===== src/rtl/rec_play_timer_pkg.sv =====
// Shared types and constants for the recorder/player elapsed-seconds timer.
package rec_play_pkg;

  typedef enum logic [1:0] {
    IDLE  = 2'd0,
    RUN   = 2'd1,
    PAUSE = 2'd2,
    DONE  = 2'd3
  } state_t;

  localparam logic [5:0] BLANK_TIME = 6'd63;

  localparam logic MODE_REC  = 1'b0;
  localparam logic MODE_PLAY = 1'b1;

endpackage


===== src/rtl/rec_play_timer_rate_tick_gen.sv =====
// Fractional-rate accumulator: emits a one-cycle tick each time CYCLES_PER_SEC
// units of scaled time have accumulated while enabled.
module rate_tick_gen #(
  parameter int unsigned CYCLES_PER_SEC = 12000000
) (
  input  logic       clk,
  input  logic       rst_n,
  input  logic       enable,
  input  logic       clear,
  input  logic       fast,
  input  logic       slow,
  input  logic [2:0] speed,
  output logic       tick
);

  localparam logic [31:0] CPS = 32'(CYCLES_PER_SEC);

  logic [31:0] acc;
  logic [31:0] acc_next;
  logic [2:0]  sub;
  logic [2:0]  sub_next;
  logic [3:0]  inc;

  // Slow mode spreads one unit over speed+1 cycles; fast adds speed+1 per cycle.
  always_comb begin
    inc      = 4'd1;
    sub_next = sub;
    if (slow) begin
      if (sub == speed) begin
        inc      = 4'd1;
        sub_next = 3'd0;
      end else begin
        inc      = 4'd0;
        sub_next = sub + 3'd1;
      end
    end else if (fast) begin
      inc = {1'b0, speed} + 4'd1;
    end
    acc_next = acc + {28'd0, inc};
    tick     = enable && !clear && (acc_next >= CPS);
  end

  always_ff @(posedge clk) begin
    if (!rst_n || clear) begin
      acc <= 32'd0;
      sub <= 3'd0;
    end else if (enable) begin
      sub <= sub_next;
      acc <= tick ? (acc_next - CPS) : acc_next;
    end
  end

endmodule


===== src/rtl/rec_play_timer.sv =====
// Elapsed-seconds counter for record/play sessions driving the two-digit time
// display; shows the blank code whenever no session exists.
module rec_play_timer
  import rec_play_pkg::*;
#(
  parameter int unsigned CYCLES_PER_SEC = 12000000,
  parameter int unsigned MAX_TIME       = 32,
  parameter logic [5:0]  BLANK          = BLANK_TIME
) (
  input  logic       i_clk,
  input  logic       i_rst_n,
  input  logic       i_start,
  input  logic       i_pause,
  input  logic       i_stop,
  input  logic       i_mode,
  input  logic       i_fast,
  input  logic       i_slow,
  input  logic [2:0] i_speed,
  input  logic [5:0] i_limit,
  output logic [5:0] o_time,
  output logic [1:0] o_state,
  output logic       o_done
);

  localparam logic [5:0] MAX_T = 6'(MAX_TIME);

  state_t     state;
  logic       mode;
  logic [5:0] sec;
  logic [5:0] end_time;
  logic [5:0] start_end;
  logic       launch;
  logic       run_en;
  logic       fast_eff;
  logic       slow_eff;
  logic       tick;

  assign start_end = (i_mode == MODE_PLAY && i_limit < MAX_T) ? i_limit : MAX_T;
  assign launch    = (state == IDLE || state == DONE) && i_start && !i_stop;
  assign run_en    = (state == RUN) && !i_pause;
  // Speed controls only matter in play mode; slow wins over fast.
  assign fast_eff  = (mode == MODE_PLAY) && i_fast && !i_slow;
  assign slow_eff  = (mode == MODE_PLAY) && i_slow;

  rate_tick_gen #(
    .CYCLES_PER_SEC(CYCLES_PER_SEC)
  ) u_rate (
    .clk   (i_clk),
    .rst_n (i_rst_n),
    .enable(run_en),
    .clear (launch),
    .fast  (fast_eff),
    .slow  (slow_eff),
    .speed (i_speed),
    .tick  (tick)
  );

  // Outputs are loaded with the same next values as the state registers.
  always_ff @(posedge i_clk) begin
    if (!i_rst_n) begin
      state    <= IDLE;
      sec      <= 6'd0;
      mode     <= MODE_REC;
      end_time <= 6'd0;
      o_time   <= BLANK;
      o_state  <= IDLE;
      o_done   <= 1'b0;
    end else begin
      o_done <= 1'b0;
      unique case (state)
        IDLE, DONE: begin
          if (i_stop) begin
            state   <= IDLE;
            o_state <= IDLE;
            o_time  <= BLANK;
          end else if (i_start) begin
            mode     <= i_mode;
            end_time <= start_end;
            sec      <= 6'd0;
            o_time   <= 6'd0;
            if (start_end == 6'd0) begin
              state   <= DONE;
              o_state <= DONE;
              o_done  <= 1'b1;
            end else begin
              state   <= RUN;
              o_state <= RUN;
            end
          end
        end
        RUN: begin
          if (i_stop) begin
            state   <= IDLE;
            o_state <= IDLE;
            o_time  <= BLANK;
          end else if (i_pause) begin
            state   <= PAUSE;
            o_state <= PAUSE;
          end else if (tick) begin
            sec    <= sec + 6'd1;
            o_time <= sec + 6'd1;
            if (sec + 6'd1 == end_time) begin
              state   <= DONE;
              o_state <= DONE;
              o_done  <= 1'b1;
            end
          end
        end
        PAUSE: begin
          if (i_stop) begin
            state   <= IDLE;
            o_state <= IDLE;
            o_time  <= BLANK;
          end else if (i_start) begin
            state   <= RUN;
            o_state <= RUN;
          end
        end
      endcase
    end
  end

endmodule


===== config.mk =====
export PLATFORM = sky130hd
export DESIGN_NAME = rec_play_timer
export DESIGN_NICKNAME = d
export VERILOG_FILES = /design/src/rtl/rec_play_timer_pkg.sv /design/src/rtl/rec_play_timer_rate_tick_gen.sv /design/src/rtl/rec_play_timer.sv
export SDC_FILE = /design/constraint.sdc
export NUM_CORES = 1
export LEC_CHECK = 0
export CELL_PAD_IN_SITES_DETAIL_PLACEMENT = 1
export CELL_PAD_IN_SITES_GLOBAL_PLACEMENT = 1
export CORE_ASPECT_RATIO = 1.75
export CORE_MARGIN = 2
export CORE_UTILIZATION = 47
export CTS_BUF_LIST = sky130_fd_sc_hd__clkbuf_8
export DETAILED_ROUTE_END_ITERATION = 8
export GPL_TIMING_DRIVEN = 0
export PLACE_DENSITY = 0.85
export REMOVE_ABC_BUFFERS = 1
export SYNTH_ARGS = -nofsm -noshare
export SYNTH_HDL_FRONTEND = slang
export SYNTH_HIERARCHICAL = 1
export SYNTH_SLANG_ARGS = --single-unit

===== constraint.sdc =====
create_clock -name i_clk -period 7.8 [get_ports i_clk]
set_clock_uncertainty 0.1 [all_clocks]
set_input_delay 1.17 -clock i_clk [delete_from_list [all_inputs] [get_ports i_clk]]
set_output_delay 1.17 -clock i_clk [all_outputs]
set_load 0.03 [all_outputs]

==> results of run 1 <==
logic make-up (layout without fill, tap and decap cells):
| logic type | after synthesis | in the layout | synth area share (%) |
|---|---|---|---|
| compound gates | 163 | 163 | 25.0 |
| flops | 57 | 57 | 23.8 |
| fa+ha+maj | 11 | 11 | 3.03 |
| buf+inv | 52 | 53 | 4.83 |
| xor+xnor | 49 | 49 | 9.98 |
| simple gates | 276 | 276 | 31.0 |
| mux | 11 | 11 | 2.33 |
cell usage after synthesis, drive strengths merged (3+ instances only):
master	number	area, um^2
nand4b	4	35.0
o21a	5	37.5
a21oi	28	140
buf	14	87.6
nand2	65	244
clkbuf	27	103
mux2i	10	100
xor2	19	174
a31oi	10	75.1
a211oi	7	52.6
nor4	8	80.1
or4	7	60.1
and2	12	75.1
a31o	11	96.3
nor2b	8	50.1
nor3	13	65.1
inv	10	37.5
o21bai	3	22.5
nor2	55	209
o211ai	12	90.1
a211o	3	26.3
nand2b	9	56.3
nand3	35	175
a21boi	12	90.1
and4	5	43.8
dfxtp	57	1140
and3	13	81.3
nand3b	4	30.0
nand4	18	119
a21o	7	52.6
xnor2	29	280
or3	9	56.3
a311oi	12	105
ha	10	125
o21ai	23	115
o31ai	5	37.5
or2	4	27.5
worst paths after layout:
check / start / to / slack, ps / cells after the start
max: i_slow / sec[4] / 510 / 23
min: o_time[4] / o_time[4] / 390 / 2
max reg2reg: mode / sec[4] / 1300 / 22
min reg2reg: o_time[4] / o_time[4] / 390 / 2
tightest hold or removal path, delay by kind of cell (launching register included):
kind / cells / cell delay, ps
and+or+nand+nor: 2 / 120
DFF: 1 / 320
through the flow:
stage	hold WS, ps	worst slack, ps	instances	utilization, %	area, um^2
after floorplan	348	1750	578	-	4600
after global placement	360	-480	728	50.5	5000
after detailed placement	377	-657	729	50.6	5010
after CTS	399	17.2	745	52.7	5220
after global routing	417	195	745	52.9	5240
final	395	506	745	52.9	5240
power groups by stage:
stage / Combinational [mW] / Clock, mW / Sequential, mW
after floorplan: 0.0353 / 0 / 0.311
after global placement: 0.0707 / 0 / 0.306
after detailed placement: 0.0736 / 0 / 0.307
after CTS: 0.0742 / 0.289 / 0.300
after global routing: 0.0809 / 0.300 / 0.300
final: 0.0739 / 0.281 / 0.300
cell type report:
class | count | area share, %
well taps | 125 | 2.98
repair buffers | 26 | 4.87
multi-input cells | 510 | 65.8
inverters | 11 | 0.788
clock inverters | 7 | 1.38
clock buffers | 9 | 2.36
flip-flops and latches | 57 | 21.8
per-layer routing:
metal	global-route usage [%]	vias to the layer above
met5	0	-
met4	21.1	0
li1	-	2288
met2	57.4	158
met1	27.8	2422
met3	4.52	73
registers in the layout (all words and copies together) (netlist names):
register,count
o_time,6
u_rate/sub,3
end_time,6
sec,6
state,2
u_rate/acc,32
o_done,1
mode,1
what timing repair did:
action,CTS,global route
resized for setup,2,3
pin swaps,0,0
endpoints found under the setup margin,15,16
cloned,0,0
setup buffers,0,0
==> results.tsv, run 1 <==
stage	metric	value	unit
timing	worstMarginPinSlew	1300	ps
pwr	p_comb_share	11.3	%
routing	routedWlPerCell	21.4	um
pwr	total_power	0.655	mW
routing	met2_length	8610	um
synth	synth-edff-count	0	
synth	netlist_area	0.00479	mm^2
critical_path	slowest_delay	570	ps
routing	num_vias	4941	
final_layout	num_antenna_cells	0	
clock_tree	cts_tree	built	
routing	top_layer	met4	
synth	synthCells	619	
pwr	power.density	125	mW/mm^2
final_layout	fill_cells	1237	
final_layout	seq_area	0.00114	mm^2
timing	maxSlewHeadroom	13.0	%
critical_path	cp_top_family	simple AND/OR/NAND/NOR gates	
critical_path	start_kind	primary input	
final_layout	final_nets	643	
routing	wl_met1	5510	um
global_route	first_global_vias	5317	
critical_path	critPathCaptureType	flip-flop	
critical_path	worstPathMaxFanout	13	
pwr	pwr-share-clk	42.9	%
clock_tree	htree_levels	3	
clock_tree	hold_buffers	0	
global_route	grt_start_max_net_pins	44	
die	die_w	80.3	um
global_route	antenna_found_initial	0	
pwr	power.switching	0.184	mW
routing	wl_met3	591	um
clock_tree	clkTransAtPathRegs	70	ps
pwr	irDropWorstVdd	80.1	uV
synth	yosysWarningCount	6	
status	status	finished, final reports clean	
place	io_buffer_count	25	
synth	syn_avg_cell_area	7.74	um^2
clock_tree	clock_sinks	57	
die	num_rows	48	
clock_tree	root_buffer	clkbuf_8	
job	cap_viol_max_count	0	
timing	period_share	93.5	%
timing	setup_viol	0	
die	die-area	0.0110	mm^2
critical_path	path_buf_inv	1	
final_layout	syn_to_final_growth	9.46	%
timing	fin_crit	7290	ps
timing	hold_viol_final	0	
place	gp_congestion	0.864	
global_route	grt_pass1_wl	25600	um
critical_path	slowest_stage	a311oi_4	
final_layout	final_common_cell	nand2_1	
clock_tree	ctsLongestPathBuffers	2	
die	io-pin-count	26	
critical_path	path_class	in -> reg	
routing	ant_nets	0	
pwr	seqPwrFrac	45.8	%
synth	synth_top_flop_cell	dfxtp_1	
synth	async_reset_ff_share	0	%
critical_path	arrival	7470	ps
synth	synth_cell_type_count	84	
routing	drc	0	
routing	viasPerCell	6.63	
synth	ys_seq_area_share	23.8	%
final_layout	final_cell_mix	nand2_1 (65), dfxtp_1 (57), nor2_1 (53), nand3_1 (34), a21oi_1 (28)	
global_route	grt.overflow.total	0	
routing	wl	15900	um
timing	rsz0062_at_grt	false	
timing	slew_violations	0	
timing	fmax	0.137	GHz
min_path	hp-class	reg -> reg	
die	start_util	48.3	%
critical_path	critPathRequiredTime	7980	ps
critical_path	path_cells	clkdlybuf4s50_1 -> and2_1 -> nand2b_1 -> nor2_1 -> a21oi_1 -> ha_1 -> fa_1 -> a211oi_1 -> nor2_2 -> and2_1 -> xor2_1 -> ha_1 -> nand2_1 -> nor4_1 -> o41ai_1 -> a31oi_1 -> nand3_2 -> a311oi_4 -> nor2b_1 -> o2111a_1 -> nand2_1 -> or3_1 -> a21boi_0	
pwr	p_sw_share	28.2	%
routing	drtIter0Drc	257	
place	hpwl	11900	um
final_layout	layout-drive-gt1-share	8.23	%
clock_tree	cts-buffers-inserted	9	
timing	fin_setup_tns	0	ps
synth	ys_ff_latch	57	
die	fp.dieH	138	um
die	core_area	0.00991	mm^2
global_route	grt_usage	29.9	%
pwr	p_leak	1.75	nW
clock_tree	insertion_delay	360	ps
final_layout	multi_input_area	0.00345	mm^2
pwr	p_int	0.470	mW
routing	first_pass_iters	4	
Note: power is estimated with default switching activity, not from simulation.
==> run 2: changes to the inputs <==
--- a/config.mk
+++ b/config.mk
@@ -14,6 +14,7 @@
 export DETAILED_ROUTE_END_ITERATION = 8
 export GPL_TIMING_DRIVEN = 0
 export PLACE_DENSITY = 0.85
+export RECOVER_POWER = 25
 export REMOVE_ABC_BUFFERS = 1
 export SYNTH_ARGS = -nofsm -noshare
 export SYNTH_HDL_FRONTEND = slang
==> run 2 against run 1 <==
  * Highest routed layer unchanged
  * Utilization did not move
  * First-iteration DRC count did not move
  * Critical path depth did not move
  * Die area did not move
  * Register-to-register slack barely moved
  * Sequential share of layout area did not move
  * Critical endpoint unchanged
==> results.tsv, run 2 (same netlist as run 1, synthesis figures left out) <==
stage	metric	value	unit
status	status	finished, final reports clean	
routing	ant_nets	0	
die	io-pin-count	26	
clock_tree	clock_sinks	57	
clock_tree	htree_levels	3	
timing	period_share	93.5	%
critical_path	path_class	in -> reg	
clock_tree	root_buffer	clkbuf_8	
place	gp_congestion	0.864	
critical_path	start_kind	primary input	
clock_tree	hold_buffers	0	
final_layout	largest_register_ffs	32	
final_layout	final_nets	643	
pwr	total_power	0.653	mW
final_layout	syn_to_final_growth	9.46	%
critical_path	critPathCaptureType	flip-flop	
global_route	grt_pass1_wl	25600	um
clock_tree	cts_tree	built	
place	hpwl	11900	um
die	fp.dieH	138	um
pwr	p_leak	1.75	nW
final_layout	final_common_cell	nand2_1	
timing	rsz0062_at_grt	false	
die	num_rows	48	
critical_path	worstPathMaxFanout	13	
routing	first_pass_iters	4	
critical_path	arrival	7480	ps
global_route	grt_start_max_net_pins	44	
global_route	busiest_layer	met2	
timing	hold_viol_final	0	
timing	fin_hold_ws	390	ps
timing	worstMarginPinSlew	1310	ps
routing	viasPerCell	6.64	
die	start_util	48.3	%
critical_path	critPathRequiredTime	7980	ps
clock_tree	cts-buffers-inserted	9	
routing	num_vias	4950	
timing	fmax	0.137	GHz
clock_tree	insertion_delay	360	ps
die	die_w	80.3	um
job	cap_viol_max_count	0	
timing	setup_viol	0	
min_path	hp-class	reg -> reg	
routing	drtIter0Drc	257	
routing	wl	15900	um
pwr	power.density	125	mW/mm^2
timing	maxSlewHeadroom	13.0	%
pwr	irDropWorstVdd	80.0	uV
clock_tree	cts_setup_buffers	0	
global_route	met2_usage	57.4	%
place	io_buffer_count	25	
global_route	met3_usage	4.52	%
routing	drc	0	
die	die-area	0.0110	mm^2
final_layout	layout-drive-gt1-share	8.06	%
die	core_area	0.00991	mm^2
global_route	antenna_found_initial	0	
clock_tree	ctsLongestPathBuffers	2	
global_route	first_global_vias	5317	
final_layout	num_antenna_cells	0	
final_layout	regMostFlops	u_rate/acc	
timing	fin_crit	7300	ps
global_route	use_met1	27.8	%
routing	routedWlPerCell	21.4	um
clock_tree	clkTransAtPathRegs	70	ps
global_route	grt_usage	29.9	%
global_route	grt.overflow.total	0	
timing	slew_violations	0	
final_layout	final_cell_mix	nand2_1 (65), dfxtp_1 (57), nor2_1 (53), nand3_1 (34), a21oi_1 (28)	
run 2: changes by cell type in the layout (fill, tap and decap cells not counted):
cell,delta
or2_0,+1
dlygate4sd3_1,+10
clkdlybuf4s50_1,-10
or2_2,-1
run 2: final cells by class:
type	count	area, um^2
multi-input combinational	510	3450
fill	1237	4670
clock buffer	9	124
sequential	57	1140
timing repair buffer	26	255
tap	125	156
inverter	11	41.3
clock inverter	7	72.6
run 2: worst paths after layout:
kind	end	slack, ps	depth (start not counted)	start
max	sec[4]	500	23	i_slow
min	o_time[4]	390	2	o_time[4]
max reg2reg	sec[4]	1300	22	mode
min reg2reg	o_time[4]	390	2	o_time[4]
run 2: timing repair:
action | in CTS | in global routing
pin swaps | 0 | 0
resized for setup | 2 | 3
endpoints found under the setup margin | 15 | 16
run 2: worst max-delay path, stage by stage:
cell and delay, ps:
clkdlybuf4s50_1 410, and2_1 220, nand2b_1 220, nor2_1 110, a21oi_1 50, ha_1 210, fa_1 430, a211oi_1 350
nor2_2 220, and2_1 250, xor2_1 170, ha_1 360, nand2_1 110, nor4_1 260, o41ai_1 210, a31oi_1 460
nand3_2 440, a311oi_4 580, nor2b_1 260, o2111a_1 310, nand2_1 130, or3_1 360, a21boi_0 160
run 2: stage by stage:
| step | area, um^2 | setup WS, ps | std cells | util (%) | TNS [ps] |
|---|---|---|---|---|---|
| after CTS | 5220 | 17.2 | 745 | 52.7 | 0 |
| after global placement | 5000 | -480 | 728 | 50.5 | -4120 |
| final | 5240 | 504 | 745 | 52.9 | 0 |
| after detailed placement | 5010 | -657 | 729 | 50.6 | -7550 |
| after global routing | 5240 | 195 | 745 | 52.9 | 0 |
| after floorplan | 4600 | 1750 | 578 | - | 0 |
run 2: layer usage:
| metal | wire length (um) | up-vias |
|---|---|---|
| met5 | 0 | - |
| met4 | 1230 | 0 |
| met3 | 595 | 73 |
| met2 | 8620 | 160 |
| met1 | 5470 | 2428 |
| li1 | - | 2289 |
run 2: power by group:
| group | switching, mW | internal [mW] |
|---|---|---|
| clock network | 0.134 | 0.147 |
| registers | 0.00395 | 0.296 |
| logic | 0.0463 | 0.0263 |
| total | 0.184 | 0.469 |
==> run 3: changes to the inputs <==
--- a/config.mk
+++ b/config.mk
@@ -18,5 +18,4 @@
 export REMOVE_ABC_BUFFERS = 1
 export SYNTH_ARGS = -nofsm -noshare
 export SYNTH_HDL_FRONTEND = slang
-export SYNTH_HIERARCHICAL = 1
 export SYNTH_SLANG_ARGS = --single-unit
==> run 3 against run 2 <==
  * Power up 8.5%
  * Largest power group is now clock
  * Highest routed layer unchanged
  * Sequential power about the same
  * Register-to-register slack better by 170 ps
  * Critical path type unchanged
==> results.tsv, run 3 <==
stage	metric	value	unit
status	status	finished, final reports clean	
final_layout	final_nets	621	
routing	wl	14700	um
global_route	grt_usage	28.5	%
global_route	use_met1	27.8	%
routing	drc	0	
die	fp.dieH	134	um
synth	synth_top_area_share	25.0	%
routing	ant_nets	0	
timing	hold_viol_final	0	
synth	synth_area_leaders	dfxtp_1 (25%), nand2_1 (4.7%), a21oi_1 (4.6%)	
final_layout	largest_register_ffs	32	
die	die-area	0.0105	mm^2
timing	setup_viol	0	
global_route	antenna_found_initial	0	
critical_path	path_cells	clkdlybuf4s50_1 -> xor2_1 -> nor3_1 -> mux2i_1 -> nand2_1 -> ha_1 -> inv_1 -> fa_1 -> nand2b_1 -> a211oi_2 -> xor2_1 -> ha_1 -> and3_1 -> a32o_1 -> a21oi_1 -> and2_1 -> o311a_1 -> a21oi_2 -> a31oi_1 -> or4_1 -> a21oi_1	
global_route	met2_usage	52.9	%
critical_path	arrival	7450	ps
pwr	irDropWorstVdd	73.6	uV
place	gp_congestion	0.918	
routing	routedWlPerCell	20.4	um
timing	rsz0062_at_grt	false	
timing	fin_crit	7280	ps
global_route	first_global_vias	4907	
place	hpwl	10400	um
synth	yosysWarningCount	0	
pwr	total_power	0.708	mW
synth	synthAdderAreaFrac	3.18	%
synth	yosys.area.top_type	dfxtp_1	
synth	async_reset_ff_share	0	%
global_route	busiest_layer	met2	
routing	viasPerCell	6.55	
critical_path	worstPathMaxFanout	12	
critical_path	slowest_stage	a21oi_2	
routing	first_pass_iters	4	
critical_path	critPathCaptureType	flip-flop	
die	num_rows	47	
timing	slew_violations	0	
synth	synth_compound_area_share	25.4	%
synth	synth_cell_type_count	74	
synth	synth-xor-area-share	9.39	%
timing	maxSlewHeadroom	16.4	%
timing	fin_setup_tns	0	ps
min_path	hp-class	reg -> reg	
clock_tree	clock_sinks	57	
die	start_util	48.2	%
global_route	grt.overflow.total	0	
timing	period_share	93.4	%
critical_path	reg2regPathDepth	20	
synth	netlist_area	0.00456	mm^2
synth	ys_top_cells_by_count	dfxtp_1 (57), nand2_1 (57), nor2_1 (46), a21oi_1 (42), nand3_1 (41)	
clock_tree	clkTransAtPathRegs	70	ps
timing	worstMarginPinSlew	1240	ps
synth	synth_top_family_by_area	simple AND/OR/NAND/NOR gates	
final_layout	final_cell_mix	dfxtp_1 (57), nand2_1 (56), nor2_1 (46), a21oi_1 (42), nand3_1 (41)	
routing	num_vias	4718	
min_path	whs_path_depth	2	
die	core_area	0.00947	mm^2
clock_tree	cts_setup_buffers	0	
synth	ys_ff_latch	57	
clock_tree	cts-buffers-inserted	9	
synth	synth_top_flop_cell	dfxtp_1	
job	cap_viol_max_count	0	
critical_path	critPathRequiredTime	7970	ps
clock_tree	root_buffer	clkbuf_8	
synth	synthCells	593	
global_route	met3_usage	5.52	%
critical_path	path_buf_inv	2	
place	io_buffer_count	25	
final_layout	syn_to_final_growth	10.5	%
final_layout	num_antenna_cells	0	
clock_tree	insertion_delay	350	ps
die	die_w	78.5	um
critical_path	cp_top_family	compound AO/OA/AOI/OAI gates	
global_route	grt_pass1_wl	23800	um
synth	synth-edff-count	0	
final_layout	fill_cells	1182	
critical_path	path_class	in -> reg	
synth	yosys.area_share.simple	30.3	%
timing	fmax	0.137	GHz
die	io-pin-count	26	
clock_tree	cts_tree	built	
clock_tree	cts_resized	0	
final_layout	layout-drive-gt1-share	8.36	%
pwr	power.density	141	mW/mm^2
clock_tree	ctsLongestPathBuffers	2	
routing	drtIter0Drc	259	
clock_tree	hold_buffers	0	
final_layout	final_common_cell	dfxtp_1	
global_route	grt_start_max_net_pins	52	
synth	syn_avg_cell_area	7.69	um^2
critical_path	start_kind	primary input	
final_layout	regMostFlops	u_rate.acc	
final_layout	fin_util	53.2	%
synth	synth.area.mux_share	1.34	%
pwr	p_leak	1.69	nW
critical_path	path_depth	21	
clock_tree	htree_levels	3	
synth	ys_seq_area_share	25.0	%
critical_path	slowest_delay	590	ps
-- run 3: cell types whose count changed after synthesis, sizes merged, moves of 9 or more --
cell	previous run	this run
nand4	18	6
a21oi	28	43
nor2	55	46
inv	10	21
nor3	13	30
a31o	11	1
a311oi	12	2
-- run 3: per-layer routing --
metal	up-vias	share of wire [%]
met3	55	3.8
met1	2328	37
met5	-	0
met2	139	53
li1	2196	-
met4	0	5.8
-- run 3: path summary, 6_finish.rpt --
| kind | startpoint | to | slack, ps |
|---|---|---|---|
| max | i_speed[0] | u_rate.acc[12] | 520 |
| min reg2reg | u_rate.acc[0] | u_rate.acc[0] | 370 |
| min | u_rate.acc[0] | u_rate.acc[0] | 370 |
| max reg2reg | u_rate.sub[0] | u_rate.acc[12] | 1470 |
-- run 3: worst register-to-register path: cells and delay by family (launching register included) --
| kind | cells | cell delay, ps |
|---|---|---|
| AOI/OAI and AO/OA | 7 | 2310 |
| DFF | 1 | 340 |
| adders and majority gates | 3 | 970 |
| buffers and inverters | 1 | 70 |
| xor gates and xnor gates | 2 | 380 |
| and+or+nand+nor | 6 | 1870 |
| muxes | 1 | 210 |
-- run 3: final cells by class --
type	count	area [um^2]	area share, %
Sequential cell	57	1140	22.7
Timing Repair Buffer	25	250	4.97
Tap cell	122	153	3.03
Multi-Input combinational cell	479	3180	63.2
Clock buffer	11	151	3.01
Inverter	21	78.8	1.57
Clock inverter	5	77.6	1.54
-- run 3: per-stage QoR --
step	instances	setup WS, ps	hold slack, ps	area [um^2]
2_1_floorplan	557	1950	341	4400
3_3_place_gp	704	510	347	4800
3_5_place_dp	704	303	364	4800
4_1_cts	720	587	377	5030
5_1_grt	720	222	394	5040
6_report	720	517	371	5040
-- run 3: cells by family after synthesis --
logic type | count (synthesis)
adder cells (fa/ha/maj) | 11
AND/OR/NAND/NOR | 257
buffers and inverters | 57
multiplexers | 6
AO/OA/AOI/OAI | 157
XOR/XNOR | 48
flip-flops | 57
-- run 3: power breakdown --
part | switching (mW) | leakage (nW) | internal [mW]
combinational | 0.0513 | 1.12 | 0.0265
sequential | 0.00369 | 0.462 | 0.297
clock | 0.134 | 0.115 | 0.196
